File: src/rtl/wb_ddr2_port_arbiter.sv
// Round-robin N-to-1 Wishbone B3 arbiter for one DDR2 controller port.
// Ownership lasts for the whole cyc; a watchdog ends stalled accesses with err.
module wb_ddr2_port_arbiter #(
  parameter int NUM_MASTERS    = 4,
  parameter int AW             = 32,
  parameter int DW             = 32,
  parameter int TIMEOUT_CYCLES = 1023
) (
  input  logic                        wb_clk,
  input  logic                        wb_rst,
  input  logic [NUM_MASTERS*AW-1:0]   wbm_adr_i,
  input  logic [NUM_MASTERS*2-1:0]    wbm_bte_i,
  input  logic [NUM_MASTERS*3-1:0]    wbm_cti_i,
  input  logic [NUM_MASTERS-1:0]      wbm_cyc_i,
  input  logic [NUM_MASTERS-1:0]      wbm_stb_i,
  input  logic [NUM_MASTERS-1:0]      wbm_we_i,
  input  logic [NUM_MASTERS*DW/8-1:0] wbm_sel_i,
  input  logic [NUM_MASTERS*DW-1:0]   wbm_dat_i,
  output logic [DW-1:0]               wbm_dat_o,
  output logic [NUM_MASTERS-1:0]      wbm_ack_o,
  output logic [NUM_MASTERS-1:0]      wbm_err_o,
  output logic [NUM_MASTERS-1:0]      wbm_rty_o,
  output logic [AW-1:0]               wbs_adr_o,
  output logic [1:0]                  wbs_bte_o,
  output logic [2:0]                  wbs_cti_o,
  output logic                        wbs_cyc_o,
  output logic                        wbs_stb_o,
  output logic                        wbs_we_o,
  output logic [DW/8-1:0]             wbs_sel_o,
  output logic [DW-1:0]               wbs_dat_o,
  input  logic [DW-1:0]               wbs_dat_i,
  input  logic                        wbs_ack_i,
  input  logic                        wbs_err_i,
  output logic [NUM_MASTERS-1:0]      grant_o
);

  localparam int SW = DW / 8;
  localparam int PW = (NUM_MASTERS > 1) ? $clog2(NUM_MASTERS) : 1;
  localparam int CW = (TIMEOUT_CYCLES > 0) ? $clog2(TIMEOUT_CYCLES + 1) : 1;

  typedef enum logic {S_IDLE, S_OWN} state_t;

  state_t                 r_state;
  logic [PW-1:0]          r_last;
  logic [NUM_MASTERS-1:0] r_grant;
  logic [CW-1:0]          r_wdCnt;

  logic          w_found;
  logic [PW-1:0] w_next;
  logic          w_mCyc, w_mStb, w_mWe;
  logic [AW-1:0] w_mAdr;
  logic [1:0]    w_mBte;
  logic [2:0]    w_mCti;
  logic [SW-1:0] w_mSel;
  logic [DW-1:0] w_mDat;
  logic          w_own, w_active, w_expire, w_count;

  // First requester strictly after the previous owner, wrapping around.
  always_comb begin
    w_found = 1'b0;
    w_next  = r_last;
    for (int i = 1; i <= NUM_MASTERS; i++) begin
      if (!w_found && wbm_cyc_i[(int'(r_last) + i) % NUM_MASTERS]) begin
        w_found = 1'b1;
        w_next  = PW'((int'(r_last) + i) % NUM_MASTERS);
      end
    end
  end

  always_comb begin
    w_mCyc = 1'b0;
    w_mStb = 1'b0;
    w_mWe  = 1'b0;
    w_mAdr = '0;
    w_mBte = '0;
    w_mCti = '0;
    w_mSel = '0;
    w_mDat = '0;
    for (int m = 0; m < NUM_MASTERS; m++) begin
      if (r_last == PW'(m)) begin
        w_mCyc = wbm_cyc_i[m];
        w_mStb = wbm_stb_i[m];
        w_mWe  = wbm_we_i[m];
        w_mAdr = wbm_adr_i[m*AW +: AW];
        w_mBte = wbm_bte_i[m*2 +: 2];
        w_mCti = wbm_cti_i[m*3 +: 3];
        w_mSel = wbm_sel_i[m*SW +: SW];
        w_mDat = wbm_dat_i[m*DW +: DW];
      end
    end
  end

  assign w_own    = (r_state == S_OWN);
  assign w_active = w_own && w_mCyc;
  // A slave ack in the expiry cycle takes precedence over the watchdog.
  assign w_expire = (TIMEOUT_CYCLES != 0) && w_active && w_mStb && !wbs_ack_i &&
                    !wbs_err_i && (r_wdCnt == CW'(TIMEOUT_CYCLES));
  assign w_count  = (TIMEOUT_CYCLES != 0) && w_active && w_mStb && !wbs_ack_i &&
                    !wbs_err_i && !w_expire;

  assign wbs_cyc_o = w_active && !w_expire;
  assign wbs_stb_o = w_active && w_mStb && !w_expire;
  assign wbs_we_o  = w_own ? w_mWe  : 1'b0;
  assign wbs_adr_o = w_own ? w_mAdr : '0;
  assign wbs_bte_o = w_own ? w_mBte : '0;
  assign wbs_cti_o = w_own ? w_mCti : '0;
  assign wbs_sel_o = w_own ? w_mSel : '0;
  assign wbs_dat_o = w_own ? w_mDat : '0;

  assign wbm_dat_o = wbs_dat_i;
  assign wbm_ack_o = (w_own && wbs_ack_i) ? r_grant : '0;
  assign wbm_err_o = (w_own && (wbs_err_i || w_expire)) ? r_grant : '0;
  assign wbm_rty_o = '0;
  assign grant_o   = r_grant;

  always_ff @(posedge wb_clk or posedge wb_rst) begin
    if (wb_rst) begin
      r_state <= S_IDLE;
      r_grant <= '0;
      r_last  <= PW'(NUM_MASTERS - 1);
      r_wdCnt <= '0;
    end else begin
      case (r_state)
        S_IDLE: begin
          r_wdCnt <= '0;
          if (w_found) begin
            r_state <= S_OWN;
            r_grant <= NUM_MASTERS'(1) << w_next;
            r_last  <= w_next;
          end
        end
        S_OWN: begin
          if (!w_mCyc) begin
            r_state <= S_IDLE;
            r_grant <= '0;
            r_wdCnt <= '0;
          end else if (w_count) begin
            r_wdCnt <= r_wdCnt + 1'b1;
          end else begin
            r_wdCnt <= '0;
          end
        end
        default: begin
          r_state <= S_IDLE;
          r_grant <= '0;
          r_wdCnt <= '0;
        end
      endcase
    end
  end

endmodule
File: config.mk
export PLATFORM = sky130hd
export DESIGN_NAME = wb_ddr2_port_arbiter
export DESIGN_NICKNAME = d
export VERILOG_FILES = /design/src/rtl/wb_ddr2_port_arbiter.sv
export SDC_FILE = /design/constraint.sdc
export NUM_CORES = 1
export LEC_CHECK = 0
export ABC_AREA = 1
export BUFFER_PORTS_ARGS = -buffer_cell sky130_fd_sc_hd__buf_4
export CORE_AREA = 2 2 179 181
export CTS_CLUSTER_SIZE = 20
export DETAILED_ROUTE_END_ITERATION = 7
export DIE_AREA = 0 0 181 183
export GPL_ROUTABILITY_DRIVEN = 1
export SLEW_MARGIN = 20
export SYNTH_ARGS = -nofsm -noshare
export SYNTH_HDL_FRONTEND = slang
export SYNTH_SLANG_ARGS = --single-unit
File: constraint.sdc
create_clock -name wb_clk -period 3.5 [get_ports wb_clk]
set_clock_uncertainty 0.1 [all_clocks]
set_input_delay 0.35 -clock wb_clk [delete_from_list [all_inputs] [get_ports wb_clk]]
set_output_delay 0.35 -clock wb_clk [all_outputs]
set_load 0.01 [all_outputs]
==> flow_summary.ini <==
[yosys]
synth_area_leader_cell = o21ai_0
synth_edf_count = 0
synth_area_leaders = o21ai_0, a21oi_1, dfrtp_1, nor2_1, buf_4
synth_ff_type = dfrtp_1
avgSynthCellArea_sq_um = 5.424
async_flop_share_pct = 100.0
ys_ff_latch = 17
ys_types = 32
syn-instance-count = 729
netlist.area_leader.share_pct = 27.59
ys_seq_area_share_pct = 10.82
yosys_warnings = 0
synthesis.area_sq_mm = 0.003954

[finish]
final_cell_mix = buf_4, o21ai_0, a21oi_1
fillCellCount = 3575
layout_commonest_cell = buf_4
design_area_sq_mm = 0.007127
nets = 1389
syn2layout_area_growth_pct = 80.25
drive_gt1_share_pct = 42.38

[clock_tree]
clock_sinks = 17
clk_latency_ns = 0.25
clock_path_buffers = 2
cts_made_buffers = 3
root_buffer = clkbuf_16
cts-resized-gates = 0
cts_tree = done
h-tree-depth = 1
clk_pin_slew_worst_paths_ns = 0.05
cts_hold_buffers = 0
post_cts_buffers = 0

[sta]
drv_slew = 0
fmax_mhz = 329.2
hold_viol = 0
rsz0062_at_grt = no
hold_slack_ns = 0.09486
tightest_slew_ns = 0.6479
fin_crit_ns = 3.038
min_period_over_period_pct = 86.79
tns_ns = 0
setup_viol = 0
relSlewSlack_pct = 56.76

[placed_design]
hpwl_microns = 18610
place_area_sq_mm = 0.007041
place.gp.congestion = 0.9031
port_buffers = 395

[floorplan]
die_w_microns = 181
fp.dieArea_sq_mm = 0.03312
coreArea_sq_mm = 0.03123
initial_core_util_pct = 12.66
fp-row-count = 65
io_pins = 464
die_y_microns = 183

[setup_path]
cp.required_ns = 3.05
cp.arrival_ns = 2.59
worstPathMaxFanout = 27
r2r_end = r_wdCnt[2]
reg2regPathDepth = 9
critPathKind = reg -> out
worst_setup_path_end_kind = primary output
r2r_start = r_last[0]
worstSetupStartpointType = register
rrSetupSlack_ns = 1.30

[route]
avgViaCountPerCell = 4.305
drt_first_pass_iters = 5
avgRoutedWirePerCell_microns = 15.90
drc_errors = 0
vias = 6233
initialDrtViolationCount = 390
wl_microns = 23020
final_antenna_net_count = 0

[global_routing]
grt_pass1_wl_microns = 33840
grt-ovfl-total = 0
antenna_found_initial = 3
first_global_vias = 5815
grt_max_degree = 87
track_usage_pct = 12.80

[worst_hold_path]
hold_class = in -> async

[job]
drv_cap = 0

[pwr]
vdd_ir_drop_max_mv = 0.5277
p_per_area_mw_per_mm2 = 853.9
cellLeakagePower_nw = 3.385

[run_status]
status = completed
cell type report:
type | instances | area, sq um | area share, %
timing repair buffer | 408 | 3100 | 43.50
multi-input combinational | 587 | 2899 | 40.68
tap | 402 | 503.0 | 7.058
sequential | 17 | 429.2 | 6.022
inverter | 27 | 108.9 | 1.527
clock buffer | 4 | 78.83 | 1.106
antenna | 3 | 7.507 | 0.1053
worst max-delay path by stage:
| stage | from | endpoint | slack, ns | cells past startpoint |
|---|---|---|---|---|
| 2_1_floorplan | r_last[0] | wbm_err_o[0] | 1.16 | 13 |
| 3_3_place_gp | r_last[1] | wbs_adr_o[11] | 0.77 | 9 |
| 3_5_place_dp | r_last[1] | wbs_adr_o[11] | 0.78 | 9 |
| 4_1_cts | r_last[1] | wbs_adr_o[11] | 0.51 | 9 |
| 5_1_grt | r_last[1] | wbs_adr_o[26] | 0.27 | 9 |
| 6_report | r_last[1] | wbs_adr_o[11] | 0.46 | 9 |
metal layers:
metal | share of wire, % | GRT usage [%] | vias up
li1 | - | - | 3111
met4 | 1.1 | 1.886 | 0
met2 | 49 | 22.09 | 258
met5 | 0 | 0 | -
met3 | 7.4 | 2.343 | 24
met1 | 42 | 16.95 | 2840
per-stage QoR:
| stage | utilization, % | instances | power (mW) | setup slack (ns) |
|---|---|---|---|---|
| after CTS | 22.80 | 1445 | 6.101 | 0.5060 |
| final | 22.82 | 1448 | 6.086 | 0.4622 |
| after global placement | 22.54 | 1441 | 5.817 | 0.7671 |
| after global routing | 22.80 | 1445 | 6.712 | 0.2748 |
| after detailed placement | 22.54 | 1441 | 5.842 | 0.7810 |
| after floorplan | - | 732 | 3.512 | 1.162 |
registers in the layout, summed over array words and instances, names as in the netlist:
name and count:
r_wdCnt 10, r_last 2, r_state 1, grant_o 4
power breakdown:
group	internal (mW)	switching, mW
Clock	0.155	0.0744
Combinational	2.23	3.33
Sequential	0.247	0.0520
Total	2.63	3.45
critical path, stage by stage (launching register included):
cell and delay, ns:
dfstp_2 0.57, inv_1 0.15, ha_4 0.26, inv_2 0.20, buf_4 0.36, nor2_1 0.08
o21ai_0 0.26, o21ai_0 0.16, a21oi_1 0.15, buf_4 0.14
kinds of logic after synthesis:
| family | Yosys count | synth area share [%] |
|---|---|---|
| AOI/OAI and AO/OA | 376 | 47.97 |
| xor gates and xnor gates | 6 | 1.329 |
| adders and majority gates | 5 | 1.582 |
| buffers and inverters | 128 | 16.77 |
| DFF | 17 | 10.82 |
| other | 1 | 0.09485 |
| and+or+nand+nor | 196 | 21.42 |
synth_stat cells, drive strengths merged, types with 4 or more instances:
master  instances
buf            62
nand3          25
ha              5
nand2          62
nor2          100
nand4           4
o21ai         225
inv            27
xor2            5
clkbuf         39
dfrtp          15
a21oi         151
(Power assumes the default switching activity.)
